File: src/rtl/mem_arbiter.sv
// Arbiter sharing one memory port between instruction fetch, data access and the test loader.
// Fetch starvation is bounded by STARVE_LIMIT consecutive data grants while fetch waits.
module mem_arbiter #(
   parameter int unsigned STARVE_LIMIT = 4
) (
   input  logic        clock,
   input  logic        reset,
   // fetch request / response
   input  logic        if_req_valid,
   input  logic [31:0] if_addr,
   output logic        if_req_ready,
   output logic        if_resp_valid,
   output logic [31:0] if_rdata,
   output logic        if_err,
   // data request / response
   input  logic        d_req_valid,
   input  logic        d_we,
   input  logic [1:0]  d_size,
   input  logic        d_unsigned,
   input  logic [31:0] d_addr,
   input  logic [31:0] d_wdata,
   output logic        d_req_ready,
   output logic        d_resp_valid,
   output logic [31:0] d_rdata,
   output logic        d_err,
   // test loader
   input  logic        setup_write,
   input  logic [31:0] setup_address,
   input  logic [31:0] setup_data_in,
   // shared memory port
   output logic        mem_en,
   output logic        mem_we,
   output logic [31:0] mem_addr,
   output logic [31:0] mem_wdata,
   output logic [1:0]  mem_size,
   output logic        mem_unsigned,
   input  logic [31:0] mem_rdata
);

   localparam int unsigned CntW = $clog2(STARVE_LIMIT + 1);
   localparam logic [CntW-1:0] LimitC = CntW'(STARVE_LIMIT);

   typedef enum logic [1:0] {OwnNone, OwnFetch, OwnData} owner_e;

   owner_e          owner_q, owner_d;
   logic            err_q, err_d;
   logic            we_q, we_d;
   logic [CntW-1:0] starve_q, starve_d;

   logic setup_act, fetch_urgent, grant_fetch, grant_data;
   logic fetch_mis, data_mis;

   // Grant decision: setup, starved fetch, data, fetch
   always_comb begin
      setup_act    = setup_write & ~reset;
      fetch_urgent = if_req_valid & (starve_q == LimitC);
      grant_fetch  = ~reset & ~setup_write & if_req_valid & (fetch_urgent | ~d_req_valid);
      grant_data   = ~reset & ~setup_write & d_req_valid & ~fetch_urgent;
   end

   always_comb begin
      fetch_mis = |if_addr[1:0];
      unique case (d_size)
         2'b00:   data_mis = 1'b0;
         2'b01:   data_mis = d_addr[0];
         2'b10:   data_mis = |d_addr[1:0];
         default: data_mis = 1'b1;
      endcase
   end

   always_comb begin
      if_req_ready = grant_fetch;
      d_req_ready  = grant_data;
      mem_en       = 1'b0;
      mem_we       = 1'b0;
      mem_addr     = '0;
      mem_wdata    = '0;
      mem_size     = 2'b00;
      mem_unsigned = 1'b0;
      if (setup_act) begin
         mem_en    = 1'b1;
         mem_we    = 1'b1;
         mem_addr  = setup_address;
         mem_wdata = setup_data_in;
         mem_size  = 2'b10;
      end else if (grant_fetch) begin
         // Misaligned requests are accepted but never reach memory
         mem_en       = ~fetch_mis;
         mem_addr     = if_addr;
         mem_size     = 2'b10;
         mem_unsigned = 1'b1;
      end else if (grant_data) begin
         mem_en       = ~data_mis;
         mem_we       = d_we;
         mem_addr     = d_addr;
         mem_wdata    = d_wdata;
         mem_size     = d_size;
         mem_unsigned = d_unsigned;
      end
   end

   always_comb begin
      if_resp_valid = 1'b0;
      if_rdata      = '0;
      if_err        = 1'b0;
      d_resp_valid  = 1'b0;
      d_rdata       = '0;
      d_err         = 1'b0;
      if (!reset) begin
         unique case (owner_q)
            OwnFetch: begin
               if_resp_valid = 1'b1;
               if_err        = err_q;
               if_rdata      = err_q ? '0 : mem_rdata;
            end
            OwnData: begin
               d_resp_valid = 1'b1;
               d_err        = err_q;
               d_rdata      = (err_q | we_q) ? '0 : mem_rdata;
            end
            default: ;
         endcase
      end
   end

   always_comb begin
      owner_d  = OwnNone;
      err_d    = 1'b0;
      we_d     = 1'b0;
      starve_d = starve_q;
      if (grant_fetch) begin
         owner_d = OwnFetch;
         err_d   = fetch_mis;
      end else if (grant_data) begin
         owner_d = OwnData;
         err_d   = data_mis;
         we_d    = d_we;
      end
      if (!setup_write) begin
         if (!if_req_valid || grant_fetch) begin
            starve_d = '0;
         end else if (grant_data && starve_q != LimitC) begin
            starve_d = starve_q + 1'b1;
         end
      end
   end

   always_ff @(posedge clock) begin
      if (reset) begin
         owner_q  <= OwnNone;
         err_q    <= 1'b0;
         we_q     <= 1'b0;
         starve_q <= '0;
      end else begin
         owner_q  <= owner_d;
         err_q    <= err_d;
         we_q     <= we_d;
         starve_q <= starve_d;
      end
   end

endmodule
File: config.mk
export PLATFORM = sky130hd
export DESIGN_NAME = mem_arbiter
export DESIGN_NICKNAME = d
export VERILOG_FILES = /design/src/rtl/mem_arbiter.sv
export SDC_FILE = /design/constraint.sdc
export NUM_CORES = 1
export LEC_CHECK = 0
export CAP_MARGIN = 30
export CORE_AREA = 2 2 132 134
export CTS_CLUSTER_SIZE = 30
export DETAILED_ROUTE_END_ITERATION = 10
export DIE_AREA = 0 0 134 136
export GPL_TIMING_DRIVEN = 0
export SYNTH_ARGS = -nofsm -noshare
export SYNTH_HDL_FRONTEND = slang
export SYNTH_SLANG_ARGS = --single-unit
export TNS_END_PERCENT = 50
File: constraint.sdc
create_clock -name clock -period 1.9 [get_ports clock]
set_input_delay 0.19 -clock clock [delete_from_list [all_inputs] [get_ports clock]]
set_output_delay 0.19 -clock clock [all_outputs]
set_load 0.01 [all_outputs]
Yosys cells after proc, flatten, opt, wreduce, memory -nomap -nowiden. Index checks and enable logic that the tools add are counted.

Output and inout port bits: 139. Register bits after elaboration: 7. Bits of input ports: 201. Word-level logic and storage cells: 75.

Eq/ne operators: 6. Bitwise logic cells: 15. Add/subtract/negate cells: 1. Reduce and logical (&&, ||, !) cells: 9. Mux-type cells: 39.

Operators with widths (number): $mux 32 (12); $mux 1 (20); $mux 2 (4); $and 1x1->1 (7); $mux 3 (2); $not 1->1 (6); $reduce_or 2->1 (3); $eq 2x1->1 const B (2); $eq 2x2->1 const B (2); $add 3x1->3 const B (1); $eq 3x3->1 const B (1); $ne 3x3->1 const B (1); $pmux 1 s3 (1); $logic_not 2->1 (1); $or 1x1->1 (2); $reduce_and 2->1 (1); $reduce_bool 2->1 (1); $logic_and 1x1->1 (1); $logic_not 1->1 (1); $logic_or 1x1->1 (1).

Longest topological paths before layout.
Word-level depth: 7. Mapped depth: 7. Depth with buffers taken out: 6.

Least setup slack after synthesis. Ideal clock, no wire load.

Path type: register to output. From: reg starve_q[0]. To: out mem_addr[22]. Setup slack: 0.211 ns. Buffers on the path: 1. Data required time: 1.710 ns. Stages on the path, launching flop included: 8. Arrival time: 1.499 ns. Path through: dfxtp_1 -> inv_1 -> ha_1 -> a21bo_2 -> nand3_2 -> inv_2 -> buf_6 -> a221o_1.

Elaborated cells on any way between the ends: 9. Classes of those cells: 1 x eq/ne; 3 x mux; 5 x bitwise.

RTL lines: from (decl) (line 48) `logic [CntW-1:0] starve_q, starve_d;`; from (signal assigned) (line 158) `starve_q <= starve_d;`; $eq 3x3->1 (line 56) `fetch_urgent = if_req_valid & (starve_q == LimitC);`; $and 1x1->1 (line 56); $or 1x1->1 (line 57) `grant_fetch = ~reset & ~setup_write & if_req_valid & (fetch_urgent | ~d_req_valid);`; $and 1x1->1 (line 57); via if_req_ready (line 11) `output logic if_req_ready,`; $mux 32 (line 86) `end else if (grant_fetch) begin`; $mux 32 (line 80) `if (setup_act) begin`; to (decl) (line 33) `output logic [31:0] mem_addr,`.

The timed path passes the listed nets, and every way through them passes these cells.

Worst setup path in the final report.
From: reg starve_q[1]. To: out mem_addr[6].

Cells in the longest elaborated chain, start to end: 7. Elaborated cells on any way between the ends: 9. Classes of those cells: 1 x eq/ne; 3 x mux; 5 x bitwise.

RTL lines: $eq 3x3->1 * (line 56); $and 1x1->1 * (line 56); $not 1->1 (line 58) `grant_data = ~reset & ~setup_write & d_req_valid & ~fetch_urgent;`; $and 1x1->1 (line 58); $mux 32 (line 92) `end else if (grant_data) begin`; $mux 32 * (line 86); $mux 32 * (line 80).

Every way passes the cells marked *; elsewhere a longest branch is shown, timed or not.

==> impl_results.md <==
- Final HPWL DP: 11.7 mm
- Relative slew slack: 0.760
- CTS Buf Count: 3
- Critical Path Start: starve_q[1]
- Vias in the first global route: 3469
- Worst path slowest cell: dfxtp_2
- Max Clk Rate: 487 MHz
- Cell count after placement: 798
- Max cap viols: 0
- Crit Path Max Fanout: 5
- CP top delay family: compound AO/OA/AOI/OAI gates
- Post-route minimum period: 2.05 ns
- Syn Nets: 438
- Ports: 340
- CP Data Required Time: 1.71 ns
- Logic pwr share: 0.648
- Setup slack, reg-to-reg: 0.55 ns
- Worst path max stage delay: 0.32 ns
- Sequential Power Share: 0.108
- Crit end category: primary output
- RR Startpoint: starve_q[1]
- CTS max path bufs: 2
- CTS sink count: 7
- Total track usage: 0.139
- Initial antenna violation count: 0
- Die area: 18200 um2
- Nets: 806
- CTS HTree Levels: 1
- Total Wirelength: 14.0 mm
- First-pass GRT wire length: 19.7 mm
- Leak Pwr: 2.85 nW
- Site row count: 48
- Ratio of final minimum period to clock period: 1.08
- Fraction of layout cells with a size suffix above 1: 0.264
- CTS Hold Bufs: 0
- Antenna-violating nets left: 0
- Critical path class: register to primary output
- P_sw: 0.422 mW
- DRT iter0 DRCs: 98
- PwrDens: 261 nW/um2
- Worst-margin pin slew: 0.358 ns
- Main area contributors after synthesis: and2_1, a221o_1, a22o_1, dfxtp_1, buf_6
- DR vias: 3352
- Distinct cells, synth: 32
- Post-Synthesis Cells: 235
- Synth Cell Area: 1820 um2
- Most frequent cells after synthesis: and2_1, a221o_1, a22o_1
- RSZ-0062 raised after global routing: yes
- Mean Syn Cell Area: 7.75 um2
- Critical path depth in cells: 9
- Post-synth EDFFs: 0
- Area grow syn2layout: 210%
- DRT Pass-1 Iters: 4
- Worst vdd ir: 0.000153 V
- DRC violations left: 0
- Share of the synthesized area in the top cell type: 0.343
- Clock-pin slew on the worst setup and hold paths: 0.04 ns
- Vias/cell: 4.05
- CP cell instances: inv_2, ha_4, a21bo_4, nand3_4, buf_6, inv_6, buf_16, a221o_1, buf_2
- Clock Latency Late Sink: 0.23 ns
- Status: complete, but fails checks
- GP Congestion: 0.881
- Initial cell density of the core: 0.108
- TritonCTS clock tree: done
- Int Pwr: 1.05 mW
- R2r worst-path depth: 8
- Share of total power in the clock network: 0.244
- Antenna cell count: 0
- FILL cells: 1781
- Failing checks: negative setup slack
- Flops & latches, synth: 7
- Most instantiated library cell after synthesis: and2_1
- Routed WL per cell: 16.9 um
- Asr flop ratio synth: 0
- Reg-to-reg critical path endpoint: we_q
- Worst path bufs/invs: 5
- Placed inst area: 5490 um2
- Clock Skew: 0.00101 ns
- Port bufs: 338
- Crit path DAT: 1.86 ns
- Finished Layout Cells: 827
- GRT overflow: 0
- Pin count of the biggest net entering global routing: 11
- Pre-CTS WS: -0.776 ns
- Hold WC Path Type: input pin to register
- Core area: 16900 um2
- CTS Root Cell: clkbuf_16
- Die Span X: 134 um
- Hold slack: 0.216 ns
- Worst setup SP type: register
- Final Worst Setup Slack: -0.153 ns
- Ys Warns: 0
- Hold Fails Final Rpt: 0
- Crit path to: mem_addr[6]
- Sw Ratio: 0.286
- Main flop type after synthesis: dfxtp_1
- Max-slew violations: 0
- Sequential fraction of the synthesis area: 0.0769
- Die height: 136 um
- Setup Viol. Count Final: 32
- Non-Filler Cell Area, Final: 5640 um2
- Yosys top cell by area: and2_1
worst min path at each step:
stage / start / end / slack [ns] / cells past startpoint
after floorplan: d_we / we_q / 0.31 / 1
after global placement: reset / starve_q[0] / 0.43 / 2
after detailed placement: reset / starve_q[2] / 0.44 / 2
after CTS: reset / starve_q[0] / 0.22 / 2
after global routing: reset / starve_q[0] / 0.23 / 2
final: reset / starve_q[0] / 0.22 / 2
registers in the layout (all words and copies together), names as in the netlist:
| signal | count |
|---|---|
| owner_q | 2 |
| err_q | 1 |
| starve_q | 3 |
| we_q | 1 |
worst register-to-register path, stage by stage, from the launching register on:
cell and delay (ns):
dfxtp_2 0.31, inv_2 0.06, ha_4 0.15, nand3_2 0.10, nand3_4 0.11, inv_8 0.06, buf_12 0.13, buf_6 0.13
and2_1 0.17
cells in the final DEF (no fill, tap or decap), types with 3 or more instances in the layout:
| cell type | Yosys | layout |
|---|---|---|
| a21o_1 | 3 | 3 |
| a221o_1 | 32 | 32 |
| a22o_1 | 32 | 31 |
| and2_1 | 100 | 100 |
| buf_16 | 0 | 4 |
| buf_2 | 10 | 50 |
| buf_4 | 5 | 19 |
| buf_6 | 7 | 17 |
| buf_8 | 0 | 5 |
| clkbuf_1 | 2 | 3 |
| clkbuf_16 | 0 | 3 |
| clkbuf_2 | 0 | 36 |
| clkdlybuf4s15_1 | 0 | 15 |
| clkdlybuf4s50_1 | 0 | 200 |
| dfxtp_2 | 0 | 5 |
| dlygate4sd2_1 | 0 | 17 |
| dlymetal6s2s_1 | 0 | 17 |
| inv_1 | 5 | 3 |
| nor2_1 | 3 | 3 |
| nor3_1 | 3 | 3 |
| nor3b_4 | 2 | 3 |
layout make-up:
cell class,count,area (um2),area share
Timing Repair inverter,1,8.76,0.00155
Sequential cell,7,146,0.0260
Inverter,7,41.3,0.00732
Tap cell,225,282,0.0499
Clock buffer,4,78.8,0.0140
Timing Repair Buffer,362,3270,0.580
Multi-Input combinational cell,197,1550,0.275
Buffer,24,264,0.0468
layer usage:
layer	share of wire	vias to the layer above	routed length, um	GRT usage
met5	0	-	0	0
met4	0.012	0	167	0.0254
met3	0.076	11	1060	0.0201
met2	0.51	211	7190	0.260
met1	0.40	1516	5550	0.171
li1	-	1614	-	-
what timing repair did:
| item | CTS | global route |
|---|---|---|
| resized for setup | 347 | 99 |
| setup buffers | 16 | 3 |
| gates cloned | 6 | 0 |
| pin swaps | 33 | 2 |
| setup endpoints to repair | 135 | 97 |
through the flow:
| step | power [mW] | TNS (ns) | utilization |
|---|---|---|---|
| after global placement | 1.14 | -48.51 | 0.325 |
| after detailed placement | 1.15 | -51.82 | 0.325 |
| after floorplan | 0.431 | 0 | - |
| after global routing | 1.55 | -3.67 | 0.334 |
| final | 1.47 | -1.88 | 0.334 |
| after CTS | 1.49 | -3.93 | 0.338 |
power by group through the flow:
stage	clock network, mW	registers, mW	logic [mW]
2_1_floorplan	0	0.159	0.271
3_3_place_gp	0	0.160	0.979
3_5_place_dp	0	0.161	0.986
4_1_cts	0.365	0.159	0.969
5_1_grt	0.374	0.159	1.02
6_report	0.360	0.159	0.955
logic make-up after synthesis:
| group | Yosys count | share of synthesized area |
|---|---|---|
| buffers and inverters | 31 | 0.110 |
| and+or+nand+nor | 116 | 0.409 |
| adders and majority gates | 2 | 0.0137 |
| AOI/OAI and AO/OA | 77 | 0.380 |
| xor gates and xnor gates | 1 | 0.00481 |
| muxes | 1 | 0.00549 |
| DFF | 7 | 0.0769 |
Note: power is estimated with default switching activity, not from simulation.
